## src/rtl/airlock_pkg.sv

```systemverilog
// Shared definitions for the airlock interlock sequencer.
// Contents: state width, the state encodings, and the default dwell time.
package airlock_pkg;

  localparam int unsigned STATE_W              = 4;
  localparam int unsigned DEFAULT_DWELL_CYCLES = 5;

  // These encodings are visible on the debug state output, so they are fixed.
  typedef enum logic [STATE_W-1:0] {
    ST_IDLE_P      = 4'd0,
    ST_DEPRESS     = 4'd1,
    ST_OPEN_OUTER  = 4'd2,
    ST_CLOSE_OUTER = 4'd3,
    ST_IDLE_V      = 4'd4,
    ST_PRESS       = 4'd5,
    ST_OPEN_INNER  = 4'd6,
    ST_CLOSE_INNER = 4'd7,
    ST_FAULT       = 4'd8
  } state_t;

endpackage

```

## src/rtl/airlock_sequencer_if.sv

```systemverilog
// Panel/sensor/actuator bundle for the airlock sequencer.
//   master : drives requests, door sensors and fault_clr; observes commands.
//   slave  : the sequencer side.
interface airlock_sequencer_if;

  logic                             req_inner;
  logic                             req_outer;
  logic                             inner_closed;
  logic                             outer_closed;
  logic                             fault_clr;
  logic                             inner_open_cmd;
  logic                             outer_open_cmd;
  logic                             pump_on;
  logic                             vent_on;
  logic                             fault;
  logic [airlock_pkg::STATE_W-1:0]  state;

  modport master (
    output req_inner, req_outer, inner_closed, outer_closed, fault_clr,
    input  inner_open_cmd, outer_open_cmd, pump_on, vent_on, fault, state
  );

  modport slave (
    input  req_inner, req_outer, inner_closed, outer_closed, fault_clr,
    output inner_open_cmd, outer_open_cmd, pump_on, vent_on, fault, state
  );

endinterface

```

## src/rtl/at_state_dwell_counter.sv

```systemverilog
// Cycles-in-current-state counter.
//   clk   : rising-edge clock
//   rst   : asynchronous active-low reset
//   clr   : synchronous clear (asserted on the edge that changes state)
//   count : cycles since entering the state, saturating at all-ones
module at_state_dwell_counter #(
  parameter int unsigned CNT_W = 3
) (
  input  logic             clk,
  input  logic             rst,
  input  logic             clr,
  output logic [CNT_W-1:0] count
);

  always_ff @(posedge clk or negedge rst) begin
    if (!rst) begin
      count <= '0;
    end else if (clr) begin
      count <= '0;
    end else if (count != '1) begin
      count <= count + CNT_W'(1);
    end
  end

endmodule

```

## src/rtl/airlock_sequencer.sv

```systemverilog
// Two-door airlock interlock controller (Moore).
//   clk : rising-edge clock
//   rst : asynchronous active-low reset
//   bus : requests, door-closed sensors, fault_clr in; door/pump/vent
//         commands, fault flag and debug state out
// Timed states (DEPRESS, PRESS, OPEN_OUTER, OPEN_INNER) last DWELL_CYCLES.
module airlock_sequencer
  import airlock_pkg::*;
#(
  parameter int unsigned DWELL_CYCLES = DEFAULT_DWELL_CYCLES,
  parameter int unsigned CNT_W        = 3
) (
  input  logic                clk,
  input  logic                rst,
  airlock_sequencer_if.slave  bus
);

  state_t           state_q;
  state_t           state_d;
  logic [CNT_W-1:0] dwell_count;
  logic             dwell_done;
  logic             inner_may_open;
  logic             outer_may_open;
  logic             door_fault;

  at_state_dwell_counter #(.CNT_W(CNT_W)) u_dwell (
    .clk   (clk),
    .rst   (rst),
    .clr   (state_d != state_q),
    .count (dwell_count)
  );

  assign dwell_done = (dwell_count == CNT_W'(DWELL_CYCLES - 1));

  always_ff @(posedge clk or negedge rst) begin
    if (!rst) begin
      state_q <= ST_IDLE_P;
    end else begin
      state_q <= state_d;
    end
  end

  always_comb begin
    state_d        = state_q;
    inner_may_open = (state_q == ST_OPEN_INNER) || (state_q == ST_CLOSE_INNER);
    outer_may_open = (state_q == ST_OPEN_OUTER) || (state_q == ST_CLOSE_OUTER);
    door_fault     = (!bus.inner_closed && !inner_may_open) ||
                     (!bus.outer_closed && !outer_may_open);

    if (state_q != ST_FAULT && door_fault) begin
      state_d = ST_FAULT;
    end else begin
      case (state_q)
        ST_IDLE_P: begin
          if (bus.req_inner)      state_d = ST_OPEN_INNER;
          else if (bus.req_outer) state_d = ST_DEPRESS;
        end
        ST_IDLE_V: begin
          if (bus.req_outer)      state_d = ST_OPEN_OUTER;
          else if (bus.req_inner) state_d = ST_PRESS;
        end
        ST_DEPRESS:     if (dwell_done) state_d = ST_OPEN_OUTER;
        ST_PRESS:       if (dwell_done) state_d = ST_OPEN_INNER;
        ST_OPEN_OUTER:  if (dwell_done) state_d = ST_CLOSE_OUTER;
        ST_OPEN_INNER:  if (dwell_done) state_d = ST_CLOSE_INNER;
        ST_CLOSE_OUTER: if (bus.outer_closed) state_d = ST_IDLE_V;
        ST_CLOSE_INNER: if (bus.inner_closed) state_d = ST_IDLE_P;
        // Pressure is unknown after a fault, so recovery always re-pressurises.
        ST_FAULT: begin
          if (bus.fault_clr && bus.inner_closed && bus.outer_closed)
            state_d = ST_PRESS;
        end
        default: state_d = ST_FAULT;
      endcase
    end
  end

  assign bus.vent_on        = (state_q == ST_DEPRESS);
  assign bus.pump_on        = (state_q == ST_PRESS);
  assign bus.outer_open_cmd = (state_q == ST_OPEN_OUTER);
  assign bus.inner_open_cmd = (state_q == ST_OPEN_INNER);
  assign bus.fault          = (state_q == ST_FAULT);
  assign bus.state          = state_q;

endmodule

```

## src/flat_wrapper.sv

```systemverilog
// flat-port wrapper written by rule: the top's interface ports become plain ports
module airlock_sequencer_flat import airlock_pkg::*;
#(
  parameter int unsigned DWELL_CYCLES = DEFAULT_DWELL_CYCLES,
  parameter int unsigned CNT_W        = 3
)
  (clk, rst, bus_req_inner, bus_req_outer, bus_inner_closed, bus_outer_closed, bus_fault_clr, bus_inner_open_cmd, bus_outer_open_cmd, bus_pump_on, bus_vent_on, bus_fault, bus_state);
  airlock_sequencer_if bus_i ();
  input  logic clk;
  input  logic rst;
  input wire logic [$bits(bus_i.req_inner)-1:0] bus_req_inner;
  input wire logic [$bits(bus_i.req_outer)-1:0] bus_req_outer;
  input wire logic [$bits(bus_i.inner_closed)-1:0] bus_inner_closed;
  input wire logic [$bits(bus_i.outer_closed)-1:0] bus_outer_closed;
  input wire logic [$bits(bus_i.fault_clr)-1:0] bus_fault_clr;
  output wire logic [$bits(bus_i.inner_open_cmd)-1:0] bus_inner_open_cmd;
  output wire logic [$bits(bus_i.outer_open_cmd)-1:0] bus_outer_open_cmd;
  output wire logic [$bits(bus_i.pump_on)-1:0] bus_pump_on;
  output wire logic [$bits(bus_i.vent_on)-1:0] bus_vent_on;
  output wire logic [$bits(bus_i.fault)-1:0] bus_fault;
  output wire logic [$bits(bus_i.state)-1:0] bus_state;
  assign bus_i.req_inner = bus_req_inner;
  assign bus_i.req_outer = bus_req_outer;
  assign bus_i.inner_closed = bus_inner_closed;
  assign bus_i.outer_closed = bus_outer_closed;
  assign bus_i.fault_clr = bus_fault_clr;
  assign bus_inner_open_cmd = bus_i.inner_open_cmd;
  assign bus_outer_open_cmd = bus_i.outer_open_cmd;
  assign bus_pump_on = bus_i.pump_on;
  assign bus_vent_on = bus_i.vent_on;
  assign bus_fault = bus_i.fault;
  assign bus_state = bus_i.state;
  airlock_sequencer #(.DWELL_CYCLES(DWELL_CYCLES), .CNT_W(CNT_W)) u_core (.clk(clk), .rst(rst), .bus(bus_i));
endmodule
```

## config.mk

```make
export PLATFORM = sky130hd
export DESIGN_NAME = airlock_sequencer_flat
export DESIGN_NICKNAME = d
export VERILOG_FILES = /design/src/rtl/airlock_pkg.sv /design/src/rtl/airlock_sequencer_if.sv /design/src/rtl/at_state_dwell_counter.sv /design/src/rtl/airlock_sequencer.sv /design/src/flat_wrapper.sv
export SDC_FILE = /design/constraint.sdc
export NUM_CORES = 1
export LEC_CHECK = 0
export CAP_MARGIN = 20
export CORE_MARGIN = 4
export CORE_UTILIZATION = 53
export CTS_CLUSTER_SIZE = 10
export DETAILED_ROUTE_END_ITERATION = 16
export GPL_ROUTABILITY_DRIVEN = 0
export PLACE_DENSITY = 0.84
export SYNTH_ARGS = -nofsm -noshare
export SYNTH_HDL_FRONTEND = slang
export SYNTH_SLANG_ARGS = --single-unit
```

## constraint.sdc

```tcl
create_clock -name clk -period 3.55 [get_ports clk]
set_input_delay 0.71 -clock clk [delete_from_list [all_inputs] [get_ports clk]]
set_output_delay 0.71 -clock clk [all_outputs]
set_load 0.02 [all_outputs]
```

==> impl_metrics.yaml <==
cts:
  clk-insertion-delay-late_ns: 0.26
  cts_hold_buffers: 0
  tritoncts: "done"
  postCtsSetupBuffers: 0
  clkSlewWorstSetupHoldPaths_ns: 0.05
  cts.repair.resized: 0
  cts_root_buf: "clkbuf_4"
  cts_buffers: 3
  clk_path_buf_depth: 2
  h-tree-depth: 1
  cts.sink_count: 7
route:
  dr.pass1.iters: 4
  wirelength_mm: 1.755
  wl_per_cell_um: 15.53
  final_antenna_net_count: 0
  vias: 689
  drc: 0
  vias_per_cell: 6.097
  drtIter0Drc: 8
timing:
  hold_viol: 0
  fmax_ghz: 0.3676
  rsz0062_at_grt: "no"
  period_minus_slack_ns: 2.720
  skew_ns: 0.001478
  worstMarginPinSlew_ns: 0.5798
  tns_ns: 0
  drv_slew: 0
  timing.final.crit_share: 0.7663
  finalSetupViolCount: 0
  max_slew_margin: 0.6135
min_path:
  worstHoldPathCells: 2
  worstHoldStart: "u_core.u_dwell.count[1]$_DFFE_PN0P_"
  hp-class: "reg2reg"
  holdPathEnd: "u_core.u_dwell.count[1]$_DFFE_PN0P_"
global_routing:
  grt_overflow_total: 0
  grt_max_degree: 18
  antenna_found_initial: 0
  grt_pass1_wl_mm: 3.042
  first_global_vias: 659
  track_usage: 0.2077
final_layout:
  syn_to_final_growth_pct: 21.88
  mostFrequentLayoutCells: "clkdlybuf4s50_1, dfrtp_1, nor2_1"
  final_common_cell: "clkdlybuf4s50_1"
  antenna_cells: 0
  utilization: 0.6856
  nets: 109
  drive_above_1_share: 0.1020
yosys:
  syn_nets: 93
  syn_area_per_cell_um2: 8.819
  syn_area_um2: 732.0
  yosysSeqAreaShare: 0.2393
  yosysWarningCount: 0
  ys_seq_elements: 7
  synth.distinct_cells: 47
  syn_inst: 83
critical_path:
  slowest_delay_ns: 0.71
  path_buf_inv: 1
  reg2reg_to: "u_core.u_dwell.count[2]$_DFFE_PN0P_"
  cp_slowest_cell: "dfrtp_1"
  end_kind: "output pin"
  worstSetupPathType: "reg2out"
  cp-start-kind: "register"
  cp.required_ns: 2.84
  crit_fanout: 17
  r2r_cells: 6
  path_cells: "or2b_1, nor2_1, clkdlybuf4s50_1"
  r2r_start: "u_core.bus.state[2]$_DFF_PN0_"
  cp.arrival_ns: 2.01
  r2r_slack_ns: 1.37
  cp_top_family: "flip-flops"
pwr:
  ir_worst_vdd_mv: 0.2089
  power_leakage_nw: 0.3406
  powerDensity_nw_per_um2: 345.3
placement:
  dp_hpwl_mm: 1.325
  io_buffers: 15
flow_run:
  drv_cap: 0
floorplanning:
  initial_core_util: 0.5625
  io_pins: 16
  dieArea_um2: 2039
  rows: 13
  core_area_um2: 1301
  die_h_um: 45.16
  die_x_um: 45.16
outcome:
  status: "finished clean"
## tightest hold or removal path, stage by stage, from the launching register on
cell	delay [ns]
dfrtp_1	0.37
mux2i_1	0.08
nor2b_1	0.10
## stage by stage
step	setup slack (ns)	power (W)	instances	hold slack, ns	cell area [um^2]
2_1_floorplan	1.428	0.0001958	83	0.4144	732.0
3_3_place_gp	1.016	0.0002239	109	0.5663	865.8
3_5_place_dp	0.9398	0.0002323	109	0.5740	865.8
4_1_cts	0.8396	0.0003087	113	0.5849	892.1
5_1_grt	0.6684	0.0003315	113	0.6723	892.1
6_report	0.8296	0.0003081	113	0.5921	892.1
## final cells by class
class,instances,area (um^2)
Multi-Input combinational cell,67,503.0
Fill cell,100,409.1
Sequential cell,7,175.2
Timing Repair Buffer,15,150.1
Clock buffer,4,26.28
Inverter,5,18.77
Tap cell,15,18.77
## metal layers
layer	GRT usage	part of all wire	vias up
met4	0.07602	0.012	0
met2	0.3249	0.50	23
li1	-	-	345
met1	0.2826	0.43	318
met3	0.03984	0.054	3
met5	0	0	-
## cell usage after synthesis (all sizes together)
cell     instances  area [um^2]
or3b             1        8.760
a311oi           1        15.01
a21oi            3        15.01
a21o             2        15.01
a31oi            1        6.260
ha               3        37.54
nor4             2        18.77
nand2            5        21.27
o31a             2        17.52
nand3b           1        7.510
mux2i            4        40.04
or3              2        12.51
a22oi            1        12.51
and4b            1        10.01
nand2b           2        12.51
or2b             1        7.510
and2             1        6.260
nor3             3        15.01
nand4            1        6.260
nand3            3        15.01
o2bb2ai          1        8.760
o211ai           1        7.510
o31ai            1        7.510
a21boi           2        15.02
nor2             6        22.52
and3             1        11.26
dfrtp            7        175.2
o22ai            1        6.260
o21bai           1        7.510
nor4b            2        23.77
o21ai            1        5.000
xnor2            1        8.760
o311ai           1        8.760
nor2b            2        12.51
inv              5        18.77
buf              4        35.03
a2bb2oi          2        17.52
and3b            1        8.760
mux2             2        22.52
nand4b           1        8.760
## kinds of logic after synthesis
logic type	count (synthesis)	synth area share
buffers and inverters	9	0.07350
DFF	7	0.2393
xor gates and xnor gates	1	0.01197
and+or+nand+nor	36	0.3128
muxes	6	0.08547
AOI/OAI and AO/OA	21	0.2257
adders and majority gates	3	0.05129
## sequential cells by signal, indices dropped and copies added, names as in the netlist
| register | flops |
|---|---|
| u_core.u_dwell.count | 3 |
| u_core.bus.state | 4 |
## worst max-delay path by stage
| stage | slack (ns) | to | depth (start not counted) | startpoint |
|---|---|---|---|---|
| 4_1_cts | 0.84 | bus_pump_on | 3 | u_core.bus.state[2]$_DFF_PN0_ |
| 3_3_place_gp | 1.02 | u_core.u_dwell.count[1]$_DFFE_PN0P_ | 7 | bus_inner_closed |
| 2_1_floorplan | 1.43 | u_core.u_dwell.count[0]$_DFFE_PN0P_ | 6 | u_core.bus.state[0]$_DFF_PN0_ |
| 3_5_place_dp | 0.94 | u_core.u_dwell.count[2]$_DFFE_PN0P_ | 7 | bus_outer_closed |
| 6_report | 0.83 | bus_pump_on | 3 | u_core.bus.state[2]$_DFF_PN0_ |
| 5_1_grt | 0.67 | bus_fault | 2 | u_core.bus.state[3]$_DFF_PN0_ |
## power breakdown
part,total [W],internal [W],switching (W),leakage (nW)
clock,0.0000767,0.0000432,0.0000335,0.0150
combinational,0.000117,0.0000597,0.0000571,0.236
sequential,0.000115,0.0000941,0.0000204,0.0894
total,0.000308,0.000197,0.000111,0.341
No activity file was read; power rests on OpenSTA's default activity.
